<file path="config.mk">
export PLATFORM = sky130hd
export DESIGN_NAME = mode_arbiter
export DESIGN_NICKNAME = d
export VERILOG_FILES = /design/src/rtl/mode_arbiter.sv
export SDC_FILE = /design/constraint.sdc
export NUM_CORES = 1
export LEC_CHECK = 0
export CAP_MARGIN = 20
export CORE_ASPECT_RATIO = 1.2
export CORE_MARGIN = 4
export CORE_UTILIZATION = 50
export DETAILED_ROUTE_END_ITERATION = 6
export GPL_TIMING_DRIVEN = 0
export PLACE_DENSITY_LB_ADDON = 0.1
export SYNTH_ARGS = -nofsm -noshare
export SYNTH_HDL_FRONTEND = slang
export SYNTH_SLANG_ARGS = --single-unit
</file>
<file path="constraint.sdc">
create_clock -name clk -period 5.35 [get_ports clk]
set_clock_uncertainty 0.2 [all_clocks]
set_input_delay 1.07 -clock clk [delete_from_list [all_inputs] [get_ports clk]]
set_output_delay 1.07 -clock clk [all_outputs]
set_load 0.05 [all_outputs]
</file>
<file path="src/rtl/mode_arbiter.sv">
// mode_arbiter: shares the single front-panel output path (display/LED bus)
// between the info, ALU and PWM units. One owner at a time is picked round-robin
// (info -> alu -> pwm -> info). Each owner keeps the bus for a minimum time
// slice of QUANTUM cycles. Every change of owner passes through DEAD_CYCLES
// cycles with all grants low, so the output mux never drives two sources at once.
//
// Optional build macro: ALU_PRIORITY_EN
//   When defined, the ALU unit takes the bus as soon as it asks, and it keeps the
//   bus until req_alu drops. The rotation pointer only moves after info or pwm
//   ownership.
module mode_arbiter #(
  parameter int QUANTUM     = 8,
  parameter int DEAD_CYCLES = 1
) (
  input  logic       clk,
  input  logic       rst,
  input  logic       req_info,
  input  logic       req_alu,
  input  logic       req_pwm,
  output logic       gnt_info,
  output logic       gnt_alu,
  output logic       gnt_pwm,
  output logic [1:0] sel,
  output logic       busy,
  output logic       new_grant
);

  // Slice counter width is derived from QUANTUM and is not meant to be overridden.
  localparam int CNT_W  = $clog2(QUANTUM + 1);
  localparam int DEAD_W = $clog2(DEAD_CYCLES + 1);

  localparam logic [CNT_W-1:0]  SLICE_MAX = CNT_W'(QUANTUM - 1);
  localparam logic [DEAD_W-1:0] DEAD_LOAD = DEAD_W'(DEAD_CYCLES - 1);

  typedef enum logic [1:0] {
    S_IDLE  = 2'd0,
    S_GRANT = 2'd1,
    S_DEAD  = 2'd2
  } state_e;

  // Units are listed in rotation order.
  typedef enum logic [1:0] {
    U_INFO = 2'd0,
    U_ALU  = 2'd1,
    U_PWM  = 2'd2
  } unit_e;

  // Mux select codes seen by the output path.
  localparam logic [1:0] SEL_NONE = 2'b00;
  localparam logic [1:0] SEL_INFO = 2'b01;
  localparam logic [1:0] SEL_PWM  = 2'b10;
  localparam logic [1:0] SEL_ALU  = 2'b11;

  // Returns the unit that follows u in the rotation.
  function automatic unit_e succ(input unit_e u);
    unit_e n;
    case (u)
      U_INFO:  n = U_ALU;
      U_ALU:   n = U_PWM;
      default: n = U_INFO;
    endcase
    return n;
  endfunction

  // Returns the one-hot request/grant bit position of a unit: {pwm, alu, info}.
  function automatic logic [2:0] unit_mask(input unit_e u);
    logic [2:0] m;
    case (u)
      U_INFO:  m = 3'b001;
      U_ALU:   m = 3'b010;
      U_PWM:   m = 3'b100;
      default: m = 3'b000;
    endcase
    return m;
  endfunction

  // Returns the first requesting unit at or after the pointer.
  // The caller makes sure that at least one request is high.
  function automatic unit_e pick(input logic [2:0] r, input unit_e p);
    unit_e c1;
    unit_e c2;
    unit_e w;
    c1 = succ(p);
    c2 = succ(c1);
    if (|(r & unit_mask(p))) begin
      w = p;
    end else if (|(r & unit_mask(c1))) begin
      w = c1;
    end else begin
      w = c2;
    end
    return w;
  endfunction

  state_e            state_q, state_d;
  unit_e             owner_q, owner_d;
  unit_e             ptr_q, ptr_d;
  logic [CNT_W-1:0]  slice_q, slice_d;
  logic [DEAD_W-1:0] dead_q, dead_d;
  logic [2:0]        gnt_q, gnt_d;
  logic [1:0]        sel_q, sel_d;
  logic              new_grant_q, new_grant_d;

  logic [2:0] req_vec;
  logic       any_req;
  logic       owner_req;
  logic       other_req;
  logic       slice_done;
  logic       preempt;
  unit_e      winner;
  unit_e      ptr_after;

  // Gather the requests and describe them relative to the current owner.
  always_comb begin
    req_vec    = {req_pwm, req_alu, req_info};
    any_req    = |req_vec;
    owner_req  = |(req_vec & unit_mask(owner_q));
    other_req  = |(req_vec & ~unit_mask(owner_q));
    slice_done = (slice_q == SLICE_MAX);
  end

  // Decide the arbitration policy: when to preempt, who wins, and where the pointer goes.
  always_comb begin
    preempt   = slice_done && other_req;
    winner    = pick(req_vec, ptr_q);
    ptr_after = succ(owner_q);
`ifdef ALU_PRIORITY_EN
    if (owner_q == U_ALU) begin
      // An ALU owner holds the bus until it lets go; the rotation does not move.
      preempt   = 1'b0;
      ptr_after = ptr_q;
    end else if (req_alu) begin
      preempt = 1'b1;
    end
    if (req_alu) begin
      winner = U_ALU;
    end
`endif
  end

  // Next-state logic for the IDLE / GRANT / DEAD ownership sequence.
  always_comb begin
    // NOTE: every signal driven here gets a default first, so no path through the case can infer a latch.
    state_d     = state_q;
    owner_d     = owner_q;
    ptr_d       = ptr_q;
    slice_d     = slice_q;
    dead_d      = dead_q;
    new_grant_d = 1'b0;

    case (state_q)
      S_IDLE: begin
        if (any_req) begin
          state_d     = S_GRANT;
          owner_d     = winner;
          slice_d     = '0;
          new_grant_d = 1'b1;
        end
      end

      S_GRANT: begin
        // Release and quantum expiry take the same path into DEAD.
        if (!owner_req || preempt) begin
          state_d = S_DEAD;
          dead_d  = DEAD_LOAD;
          ptr_d   = ptr_after;
        end else if (!slice_done) begin
          slice_d = slice_q + 1'b1;
        end
      end

      S_DEAD: begin
        if (dead_q != '0) begin
          dead_d = dead_q - 1'b1;
        end else if (any_req) begin
          state_d     = S_GRANT;
          owner_d     = winner;
          slice_d     = '0;
          new_grant_d = 1'b1;
        end else begin
          state_d = S_IDLE;
        end
      end

      default: begin
        state_d = S_IDLE;
      end
    endcase
  end

  // Decode the next grant and mux select, so both are registered with the state.
  always_comb begin
    gnt_d = 3'b000;
    sel_d = SEL_NONE;
    if (state_d == S_GRANT) begin
      gnt_d = unit_mask(owner_d);
      case (owner_d)
        U_INFO:  sel_d = SEL_INFO;
        U_ALU:   sel_d = SEL_ALU;
        U_PWM:   sel_d = SEL_PWM;
        default: sel_d = SEL_NONE;
      endcase
    end
  end

  // State and output registers. Reset drops any grant at once, even in the middle of a slice.
  always_ff @(posedge clk or negedge rst) begin
    if (!rst) begin
      state_q     <= S_IDLE;
      owner_q     <= U_INFO;
      ptr_q       <= U_INFO;
      slice_q     <= '0;
      dead_q      <= '0;
      gnt_q       <= 3'b000;
      sel_q       <= SEL_NONE;
      new_grant_q <= 1'b0;
    end else begin
      // NOTE: non-blocking assignments make every flop take its new value together at the edge.
      state_q     <= state_d;
      owner_q     <= owner_d;
      ptr_q       <= ptr_d;
      slice_q     <= slice_d;
      dead_q      <= dead_d;
      gnt_q       <= gnt_d;
      sel_q       <= sel_d;
      new_grant_q <= new_grant_d;
    end
  end

  assign gnt_info  = gnt_q[0];
  assign gnt_alu   = gnt_q[1];
  assign gnt_pwm   = gnt_q[2];
  assign sel       = sel_q;
  assign busy      = (state_q != S_IDLE);
  assign new_grant = new_grant_q;

endmodule

</file>
Word-level counts from Yosys, hierarchy flattened
Index checks and enable logic that the tools add are counted.

Latch bits: 0. Word-level logic and storage cells: 82. Output and inout bits: 7. Memories kept: 0. Memory bits (read-only): 0. Register bits: 17. RAM bits: 0. Input port bits: 5.

$add $sub $neg: 2. Magnitude comparators: 0. Shifts and indexed selects: 0. Mux-type cells: 32. Reduce and logical (&&, ||, !) cells: 19. Multipliers: 0. Equal/unequal tests: 16. Bitwise gates (word level): 5. Div/mod/pow operators: 0.

Operator list (number): case mux 3 bit (3 select lines) (4); 2-to-1 mux 2 bit (8); 2-to-1 mux 4 bit (4); case mux 2 bit (2 select lines) (4); OR reduction 3 bit (5); AND 3 bit (4); equality test 2 x 1 -> 1 bit, second input constant (6); case mux 2 bit (3 select lines) (2); case mux 4 bit (3 select lines) (1); equality test 2 bit, second input constant (5); zero test 2 bit (5); inequality test 2 bit, second input constant (4); 2-to-1 mux 3 bit (2); 2-to-1 mux 1 bit (5); adder 4 x 1 -> 4 bit, second input constant (1); equality test 4 x 3 -> 1 bit, second input constant (1); case mux 1 bit (2 select lines) (2); AND reduction 2 bit (2); AND reduction 4 bit (1); nonzero test 2 bit (2); inverter 3 bit (1); nonzero test 3 bit (1); logical AND 1 bit (1); zero test 1 bit (1); 2 further kinds (2).

Depth between registers and ports, before layout
Gate-level depths: netlist of the first run.

Depth in word-level cells: 15. Depth in mapped cells: 8. Mapped depth without buffers: 8.

Least setup slack after synthesis of the first run
OpenSTA, ideal clock, no wires.

Kind: in2reg. From: input port req_info. To: register sel_q[0], in the netlist sel[0]. Required time: 5026 ps. Stages on the path: 7. Data arrival time: 2183 ps. Slack: 2843 ps. Library setup time: 124 ps. Cells stage by stage: nor2b_1 nor3b_1 o32ai_1 inv_1 ha_1 nor2_1 nor3_1.

Longest elaborated chain between the ends: 10.

Ends and longest elaborated chain: start, declared (line 17) `input logic req_info,`; AND 3 bit (line 87) `end else if (|(r & unit_mask(c1))) begin`; OR reduction 3 bit (line 87); 2-to-1 mux 2 bit (line 87); 2-to-1 mux 2 bit (line 85) `if (|(r & unit_mask(p))) begin`; 2-to-1 mux 2 bit * (line 153, 175); 2-to-1 mux 2 bit (line 173) `if (dead_q != '0) begin`; case mux 2 bit (2 select lines) * (line 151) `case (state_q)`; net owner_d[0] (line 96) `unit_e owner_q, owner_d;`; equality test 2 bit, or another cell as far along (line 197) `case (owner_d)`; case mux 2 bit (3 select lines) * (line 197); 2-to-1 mux 2 bit * (line 195) `if (state_d == S_GRANT) begin`; net sel_d[0] (line 101) `logic [1:0] sel_q, sel_d;`; end signal, assigned (line 225) `sel_q <= sel_d;`; end, declared (line 101).

Mark *: on every way through the listed nets, which the timed path passes. The rest lies on a longest branch. A chain may end at the register's enable or synchronous reset.

Final worst setup path of the first run
Same ends and word-level chain as after synthesis.

==> flow_summary.yaml, run 1 <==
setup_path:
  worstPathMaxFanout: 6
  cp-end-kind: "register"
  crit_arrival_ps: 3030
  crit_path_start_kind: "input pin"
  cp.required_ps: 5360
  critPathKind: "in2reg"
logic_synthesis:
  synth_area_per_cell_um2: 10.2
  synth_xor_area_frac: 0
  syn_area_um2: 838
  synth_cell_type_count: 28
  yosys-top-cells-count: "dfrtp_1, ha_1, inv_1"
  synth-simple-area-share: 0.230
  synth_edf_count: 0
  yosysMostFrequentCell: "dfrtp_1"
  ys_seq_area_frac: 0.478
  ys_ff_latch: 16
  synth_top_family_by_area: "simple AND/OR/NAND/NOR gates"
  yosysTopAreaCell: "dfrtp_1"
  synth_mux_area_frac: 0.0612
  async_flop_share: 1.00
  synthFlopType: "dfrtp_1"
  yosysWarnings: 0
  synth_top_area_share: 0.478
  synthAdderAreaFrac: 0.104
  ys_top_cells_by_area: "dfrtp_1, ha_1, mux2i_1"
  syn-num-nets: 94
  synthesis.instances: 82
  synth_compound_area_frac: 0.0955
power_and_ir_drop:
  p_sw_mw: 0.261
  p_leak_nw: 0.486
  seqPwrFrac: 0.342
  powerDensity_mw_per_mm2: 587
  pwr-share-clk: 0.137
  p_int_mw: 0.329
  peakVddDrop_uv: 325
  swShare: 0.443
  combPwrFrac: 0.521
floorplanning:
  row_count: 15
  core_mm2: 0.00150
  pin_count: 12
  die_y_um: 52.9
  die-width_um: 45.4
  start_util: 0.558
  dieArea_mm2: 0.00240
clock_tree:
  cts_root_buffer: "clkbuf_4"
  htree_levels: 1
  clock_sinks: 16
  clk_pin_slew_ps: 100
  cts_buffers: 3
  hold_buffers: 0
  clock_latency_ps: 290
  cts_tree: "yes"
  clockBufferDepth: 2
  cts_setup_buffers: 0
  ctsResizeCount: 0
sta:
  tightest_slew_ps: 682
  finalCriticalPeriod_ps: 3020
  clock.fmax_mhz: 331
  finalMaxSlewViolations: 0
  slew_headroom: 0.544
  finalSetupTns_ps: 0
  final-setup-viol-count: 0
  fin_crit_sh: 0.565
  hold_violations: 0
  rsz0062_at_grt: "false"
finish:
  fin_nets: 110
  utilization: 0.670
  fin_area_mm2: 0.00101
  drive_gt1_frac: 0.103
  diodes: 0
  syn_to_final_growth_pct: 20.0
routing:
  drtIter0Drc: 7
  firstDrtPassIters: 4
  vias_per_cell: 5.67
  wirelength_mm: 1.58
  num_vias: 646
  wire_per_inst_um: 13.9
  drtAntennaViolNets: 0
  drc: 0
placed_design:
  dpl.hpwl_mm: 1.25
  post_dp_cell_area_um2: 970
  port_buffers: 11
  gp_congestion: 0.774
worst_hold_path:
  hp-class: "reg2reg"
global_route:
  overflow: 0
  gr-usage-all-layers: 0.160
  antenna_found_initial: 0
  grt_pass1_wl_mm: 2.74
  first_global_vias: 661
  grt_max_degree: 17
status:
  status: "completed"
flow_run:
  drv_cap: 0
final timing paths:
kind / from / endpoint / slack [ps] / depth (start not counted)
worst min register to register: slice_q[0]$_DFFE_PN0P_ / slice_q[0]$_DFFE_PN0P_ / 310 / 1
worst max register to register: slice_q[0]$_DFFE_PN0P_ / gnt_q[0]$_DFF_PN0_ / 3110 / 7
min in group asynchronous: rst / state_q[1]$_DFF_PN0_ / 980 / 1
max in group asynchronous: rst / slice_q[1]$_DFFE_PN0P_ / 3530 / 1
worst max-delay path: req_info / sel[0]$_DFF_PN0_ / 2330 / 7
worst min-delay path: slice_q[0]$_DFFE_PN0P_ / slice_q[0]$_DFFE_PN0P_ / 310 / 1
cell type report:
class | count | area, um^2
fill | 123 | 495
multi-input combinational | 59 | 412
sequential | 16 | 400
timing repair buffer | 11 | 110
clock buffer | 4 | 36.3
inverter | 7 | 26.3
tap | 17 | 21.3
sequential cells by signal (all words and copies together), names as in the netlist:
register and count:
new_grant 1, owner_q 2, sel 2, gnt_q 3, ptr_q 2, state_q 2, slice_q 4
cell families after synthesis:
group / after synthesis
adders and majority gates: 7
and+or+nand+nor: 34
muxes: 5
AOI/OAI and AO/OA: 13
DFF: 16
buffers and inverters: 7
critical path, stage by stage:
cell	delay (ps)
clkdlybuf4s50_1	570
nor2b_1	210
nor3b_1	70
o32ai_1	490
inv_1	180
ha_1	240
nor3_1	200
layout by cell type (no fill, tap or decap):
cell / instances
dfrtp_1: 16
clkdlybuf4s50_1: 11
inv_1: 7
ha_1: 7
nand2_1: 6
a21oi_1: 6
nor2_1: 5
nor3_1: 4
mux2i_1: 4
and2_1: 4
clkbuf_4: 3
or2_2: 2
or3b_2: 2
nand3_1: 2
o21ai_0: 2
nor2b_1: 1
o31a_1: 1
nand2b_1: 1
or2_4: 1
nand3b_1: 1
nor4b_1: 1
nor4_1: 1
or2b_1: 1
a211oi_1: 1
o21bai_1: 1
nor3b_1: 1
o32ai_1: 1
a21o_1: 1
or4_1: 1
mux2_2: 1
clkbuf_8: 1
stage by stage:
stage	power, mW	cells	setup WS, ps	hold slack (ps)
3_5_place_dp	0.517	110	1980	301
4_1_cts	0.598	114	2300	314
5_1_grt	0.638	114	2140	367
6_report	0.590	114	2330	312
2_1_floorplan	0.423	82	2840	274
3_3_place_gp	0.505	110	2050	296
power by group through the flow:
stage | sequential [mW] | combinational [mW] | clock (mW)
after global routing | 0.210 | 0.340 | 0.0880
after global placement | 0.202 | 0.303 | 0
after floorplan | 0.255 | 0.168 | 0
after CTS | 0.202 | 0.313 | 0.0831
final | 0.202 | 0.307 | 0.0809
after detailed placement | 0.205 | 0.312 | 0
metal layers:
metal	track usage	part of all wire
met1	0.172	0.41
met2	0.281	0.54
met3	0.0238	0.028
met4	0.102	0.022
met5	0	0
No activity file was read; power rests on OpenSTA's default activity.
==> inputs of run 2 (changes only) <==
--- a/config.mk
+++ b/config.mk
@@ -8,7 +8,7 @@
 export CAP_MARGIN = 20
 export CORE_ASPECT_RATIO = 1.2
 export CORE_MARGIN = 4
-export CORE_UTILIZATION = 50
+export CORE_UTILIZATION = 46
 export DETAILED_ROUTE_END_ITERATION = 6
 export GPL_TIMING_DRIVEN = 0
 export PLACE_DENSITY_LB_ADDON = 0.1
==> constraint.sdc (replaced) <==
create_clock -name clk -period 2.7 [get_ports clk]
set_clock_uncertainty 0.2 [all_clocks]
set_input_delay 0.54 -clock clk [delete_from_list [all_inputs] [get_ports clk]]
set_output_delay 0.54 -clock clk [all_outputs]
set_load 0.05 [all_outputs]
==> run 2 against run 1 <==
Net effect:
- final area increased by 0.87%
- flip-flop and latch count unchanged
- clock power increased by 92%
- hold slack improved by 4.0 ps
- core utilization decreased by 6.7 points
- via count decreased by 2.9%
- critical path type is now reg2out
- clock-buffer cell count unchanged
- die area increased by 7.2%
==> flow_summary.yaml, run 2 (same netlist as run 1, synthesis figures left out) <==
sta:
  holdWs_ps: 316
  finalMaxSlewViolations: 0
  tightest_slew_ps: 705
  finalSetupTns_ps: 0
  finalCriticalPeriod_ps: 2470
  final.setup.worst_slack_ps: 233
  clock.fmax_mhz: 405
  slew_headroom: 0.528
  final-setup-viol-count: 0
  rsz0062_at_grt: "false"
  hold_violations: 0
  fin_crit_sh: 0.914
routing:
  firstDrtPassIters: 4
  vias_per_cell: 5.45
  wirelength_mm: 1.46
  num_vias: 627
  drc: 0
  drtAntennaViolNets: 0
  drtIter0Drc: 9
  wire_per_inst_um: 12.7
power_and_ir_drop:
  finalPower_mw: 1.17
  powerDensity_mw_per_mm2: 1150
  peakVddDrop_uv: 570
  p_leak_nw: 0.488
placed_design:
  gp_congestion: 0.790
  post_dp_cell_area_um2: 971
  pre_cts_slack_ps: -148
  dp.cells: 111
  dpl.hpwl_mm: 1.15
  port_buffers: 11
status:
  status: "completed"
setup_path:
  cp.required_ps: 1960
  r2r.worst_path.cells: 7
  crit_path_max_incr_delay_ps: 700
  crit_path_cell_trace: "or2_2 > clkdlybuf4s50_1"
  timing.rr.start: "slice_q[0]$_DFFE_PN0P_"
  crit_arrival_ps: 1730
  worstPathMaxFanout: 5
  path_buf_inv: 1
  cp-startpoint: "state_q[0]$_DFF_PN0_"
  slowest_stage: "clkdlybuf4s50_1"
  crit_end: "busy"
  crit_family: "buffers and inverters"
  crit_path_start_kind: "register"
  critPathKind: "reg2out"
  reg2reg_slack_ps: 480
  path_depth: 2
  rr_endpoint: "sel[1]$_DFF_PN0_"
  cp-end-kind: "output pin"
worst_hold_path:
  hp-class: "reg2reg"
global_route:
  overflow: 0
  antenna_found_initial: 0
  first_global_vias: 643
  gr-usage-all-layers: 0.141
  grt_pass1_wl_mm: 2.51
  grt_max_degree: 17
clock_tree:
  htree_levels: 1
  clock_sinks: 16
  clock_latency_ps: 280
  cts_setup_buffers: 0
  cts_root_buffer: "clkbuf_4"
  cts_buffers: 3
  clockBufferDepth: 2
  clk_pin_slew_ps: 90
  cts_tree: "yes"
finish:
  top_register: "slice_q"
  utilization: 0.603
  fin_area_mm2: 0.00101
  drive_gt1_frac: 0.113
  reg_top3: "slice_q: 4 flops, gnt_q: 3 flops"
  largest_reg_flops: 4
  fillers: 158
  diodes: 0
  fin_nets: 110
  finalNonFillerCells: 115
  final_common_cell: "dfrtp_1"
  final_cell_mix: "dfrtp_1, clkdlybuf4s50_1, inv_1, ha_1"
  syn_to_final_growth_pct: 21.0
floorplanning:
  dieArea_mm2: 0.00257
  row_count: 16
  start_util: 0.499
  die_y_um: 54.8
  core_mm2: 0.00168
  die-width_um: 47.0
  pin_count: 12
flow_run:
  drv_cap: 0
## run 2: layout make-up
class / instances / area (um^2) / area share
inverters: 7 / 26.3 / 0.0259
clock buffers: 4 / 36.3 / 0.0358
well taps: 18 / 22.5 / 0.0222
flip-flops and latches: 16 / 400 / 0.395
repair buffers: 11 / 110 / 0.109
multi-input cells: 59 / 419 / 0.413
## run 2: timing repair
item | in CTS | in global routing
gates resized for setup | 0 | 1
hold buffers | 0 | 0
endpoints found under the setup margin | 0 | 1
## run 2: power by group
group / internal [mW] / total [mW] / switching (mW)
clock: 0.0821 / 0.155 / 0.0733
combinational: 0.244 / 0.610 / 0.367
sequential: 0.329 / 0.401 / 0.0717
total: 0.655 / 1.17 / 0.511
## run 2: how the worst min path moves through the flow
| stage | from | endpoint | slack [ps] | cells past startpoint |
|---|---|---|---|---|
| after CTS | slice_q[0]$_DFFE_PN0P_ | slice_q[0]$_DFFE_PN0P_ | 320 | 1 |
| after global placement | slice_q[0]$_DFFE_PN0P_ | slice_q[0]$_DFFE_PN0P_ | 300 | 1 |
| after detailed placement | slice_q[0]$_DFFE_PN0P_ | slice_q[0]$_DFFE_PN0P_ | 310 | 1 |
| after global routing | slice_q[0]$_DFFE_PN0P_ | slice_q[0]$_DFFE_PN0P_ | 360 | 1 |
| final | slice_q[0]$_DFFE_PN0P_ | slice_q[0]$_DFFE_PN0P_ | 320 | 1 |
| after floorplan | rst | gnt_q[0]$_DFF_PN0_ | 40 | 0 |
## run 2: metal layers
layer  up-vias  part of all wire  GRT usage
met2         8              0.53      0.256
met4         0             0.016     0.0922
met3         4             0.032     0.0197
li1        312                 -          -
met1       303              0.42      0.147
met5         -                 0          0
==> inputs of run 3 (changes only) <==
--- a/config.mk
+++ b/config.mk
@@ -12,6 +12,7 @@
 export DETAILED_ROUTE_END_ITERATION = 6
 export GPL_TIMING_DRIVEN = 0
 export PLACE_DENSITY_LB_ADDON = 0.1
+export RECOVER_POWER = 25
 export SYNTH_ARGS = -nofsm -noshare
 export SYNTH_HDL_FRONTEND = slang
 export SYNTH_SLANG_ARGS = --single-unit
==> run 3 against run 2 <==
Net effect:
- die area unchanged
- clock power is essentially flat
- global-route usage stayed put
- combinational power about the same
- highest routed layer unchanged
- non-clock buffer count unchanged
- final area unchanged
- hold slack unchanged
- flip-flop and latch count stayed put
- power hardly changed
- sequential share of layout area unchanged
==> flow_summary.yaml, run 3 (same netlist as run 1, synthesis figures left out) <==
status:
  status: "completed"
clock_tree:
  ctsResizeCount: 0
  cts_tree: "yes"
  clk_pin_slew_ps: 90
  cts_buffers: 3
  htree_levels: 1
  clock_sinks: 16
  clock_latency_ps: 280
  cts_setup_buffers: 0
  clockBufferDepth: 2
  cts_root_buffer: "clkbuf_4"
  hold_buffers: 0
setup_path:
  crit_path_start_kind: "register"
  critPathKind: "reg2out"
  worstPathMaxFanout: 5
  cp.required_ps: 1960
  crit_arrival_ps: 1730
  cp-end-kind: "output pin"
global_route:
  overflow: 0
  antenna_found_initial: 0
  grt_max_degree: 17
  gr-usage-all-layers: 0.141
  first_global_vias: 643
  grt_pass1_wl_mm: 2.51
power_and_ir_drop:
  p_leak_nw: 0.488
  swShare: 0.439
  seqPwrFrac: 0.344
  pwr-share-clk: 0.133
  p_sw_mw: 0.511
  combPwrFrac: 0.523
  peakVddDrop_uv: 570
  p_int_mw: 0.655
  powerDensity_mw_per_mm2: 1150
sta:
  finalMaxSlewViolations: 0
  clock.fmax_mhz: 405
  holdWs_ps: 316
  rsz0062_at_grt: "false"
  slew_headroom: 0.523
  final-setup-viol-count: 0
  finalCriticalPeriod_ps: 2470
  fin_crit_sh: 0.914
  tightest_slew_ps: 712
  final.setup.worst_slack_ps: 233
  hold_violations: 0
finish:
  top_register: "slice_q"
  fin_nets: 110
  fillers: 158
  fin_area_mm2: 0.00101
  utilization: 0.603
  final_common_cell: "dfrtp_1"
  syn_to_final_growth_pct: 21.0
  largest_reg_flops: 4
  diodes: 0
  drive_gt1_frac: 0.113
  final_cell_mix: "dfrtp_1, clkdlybuf4s50_1, inv_1, ha_1"
  reg_top3: "slice_q: 4 flops, gnt_q: 3 flops"
floorplanning:
  dieArea_mm2: 0.00257
  die_y_um: 54.8
  start_util: 0.499
  row_count: 16
  core_mm2: 0.00168
  pin_count: 12
  die-width_um: 47.0
flow_run:
  drv_cap: 0
routing:
  firstDrtPassIters: 4
  wire_per_inst_um: 12.7
  vias_per_cell: 5.45
  drtIter0Drc: 9
  drtAntennaViolNets: 0
  wirelength_mm: 1.46
  drc: 0
  num_vias: 627
placed_design:
  post_dp_cell_area_um2: 971
  gp_congestion: 0.790
  dpl.hpwl_mm: 1.15
  pre_cts_slack_ps: -148
  port_buffers: 11
worst_hold_path:
  hp-class: "reg2reg"
-- run 3: cell types whose count changed in the layout (fill, tap and decap cells not counted) --
cell             before  now
clkdlybuf4s50_1      11   10
dlygate4sd3_1         0    1
-- run 3: critical path: stages, from the launching register on --
cell and delay (ps):
dfrtp_1 440, or2_2 310, clkdlybuf4s50_1 700
-- run 3: final cells by class --
cell class / instances / area (um^2) / share of cell area
tap: 18 / 22.5 / 0.0222
inverter: 7 / 26.3 / 0.0259
clock buffer: 4 / 36.3 / 0.0358
timing repair buffer: 11 / 110 / 0.109
multi-input combinational: 59 / 419 / 0.413
sequential: 16 / 400 / 0.395
-- run 3: per-stage QoR --
step / total power [mW] / TNS, ps / instances
floorplan: 0.838 / 0 / 82
global placement: 1.00 / -304 / 111
detailed placement: 1.01 / -400 / 111
CTS: 1.17 / 0 / 115
global route: 1.26 / 0 / 115
finish: 1.17 / 0 / 115
-- run 3: power groups by stage --
stage                     logic, mW  registers (mW)  clock network [mW]
final                         0.610           0.401               0.155
after detailed placement      0.610           0.404                   0
after global placement        0.601           0.402                   0
after global routing          0.672           0.417               0.172
after CTS                     0.613           0.399               0.162
after floorplan               0.333           0.505                   0
-- run 3: per-layer routing --
| layer | GRT usage | vias up | share of wire |
|---|---|---|---|
| li1 | - | 312 | - |
| met1 | 0.147 | 303 | 0.42 |
| met2 | 0.256 | 8 | 0.53 |
| met3 | 0.0197 | 4 | 0.032 |
| met4 | 0.0922 | 0 | 0.016 |
| met5 | 0 | - | 0 |
-- run 3: final timing paths --
kind | start | endpoint | slack [ps] | depth (start not counted)
min reg2reg | slice_q[0]$_DFFE_PN0P_ | slice_q[0]$_DFFE_PN0P_ | 320 | 1
min in group asynchronous | rst | new_grant$_DFF_PN0_ | 540 | 1
max | state_q[0]$_DFF_PN0_ | busy | 230 | 2
min | slice_q[0]$_DFFE_PN0P_ | slice_q[0]$_DFFE_PN0P_ | 320 | 1
max in group asynchronous | rst | state_q[0]$_DFF_PN0_ | 1310 | 1
max reg2reg | slice_q[0]$_DFFE_PN0P_ | sel[1]$_DFF_PN0_ | 480 | 7
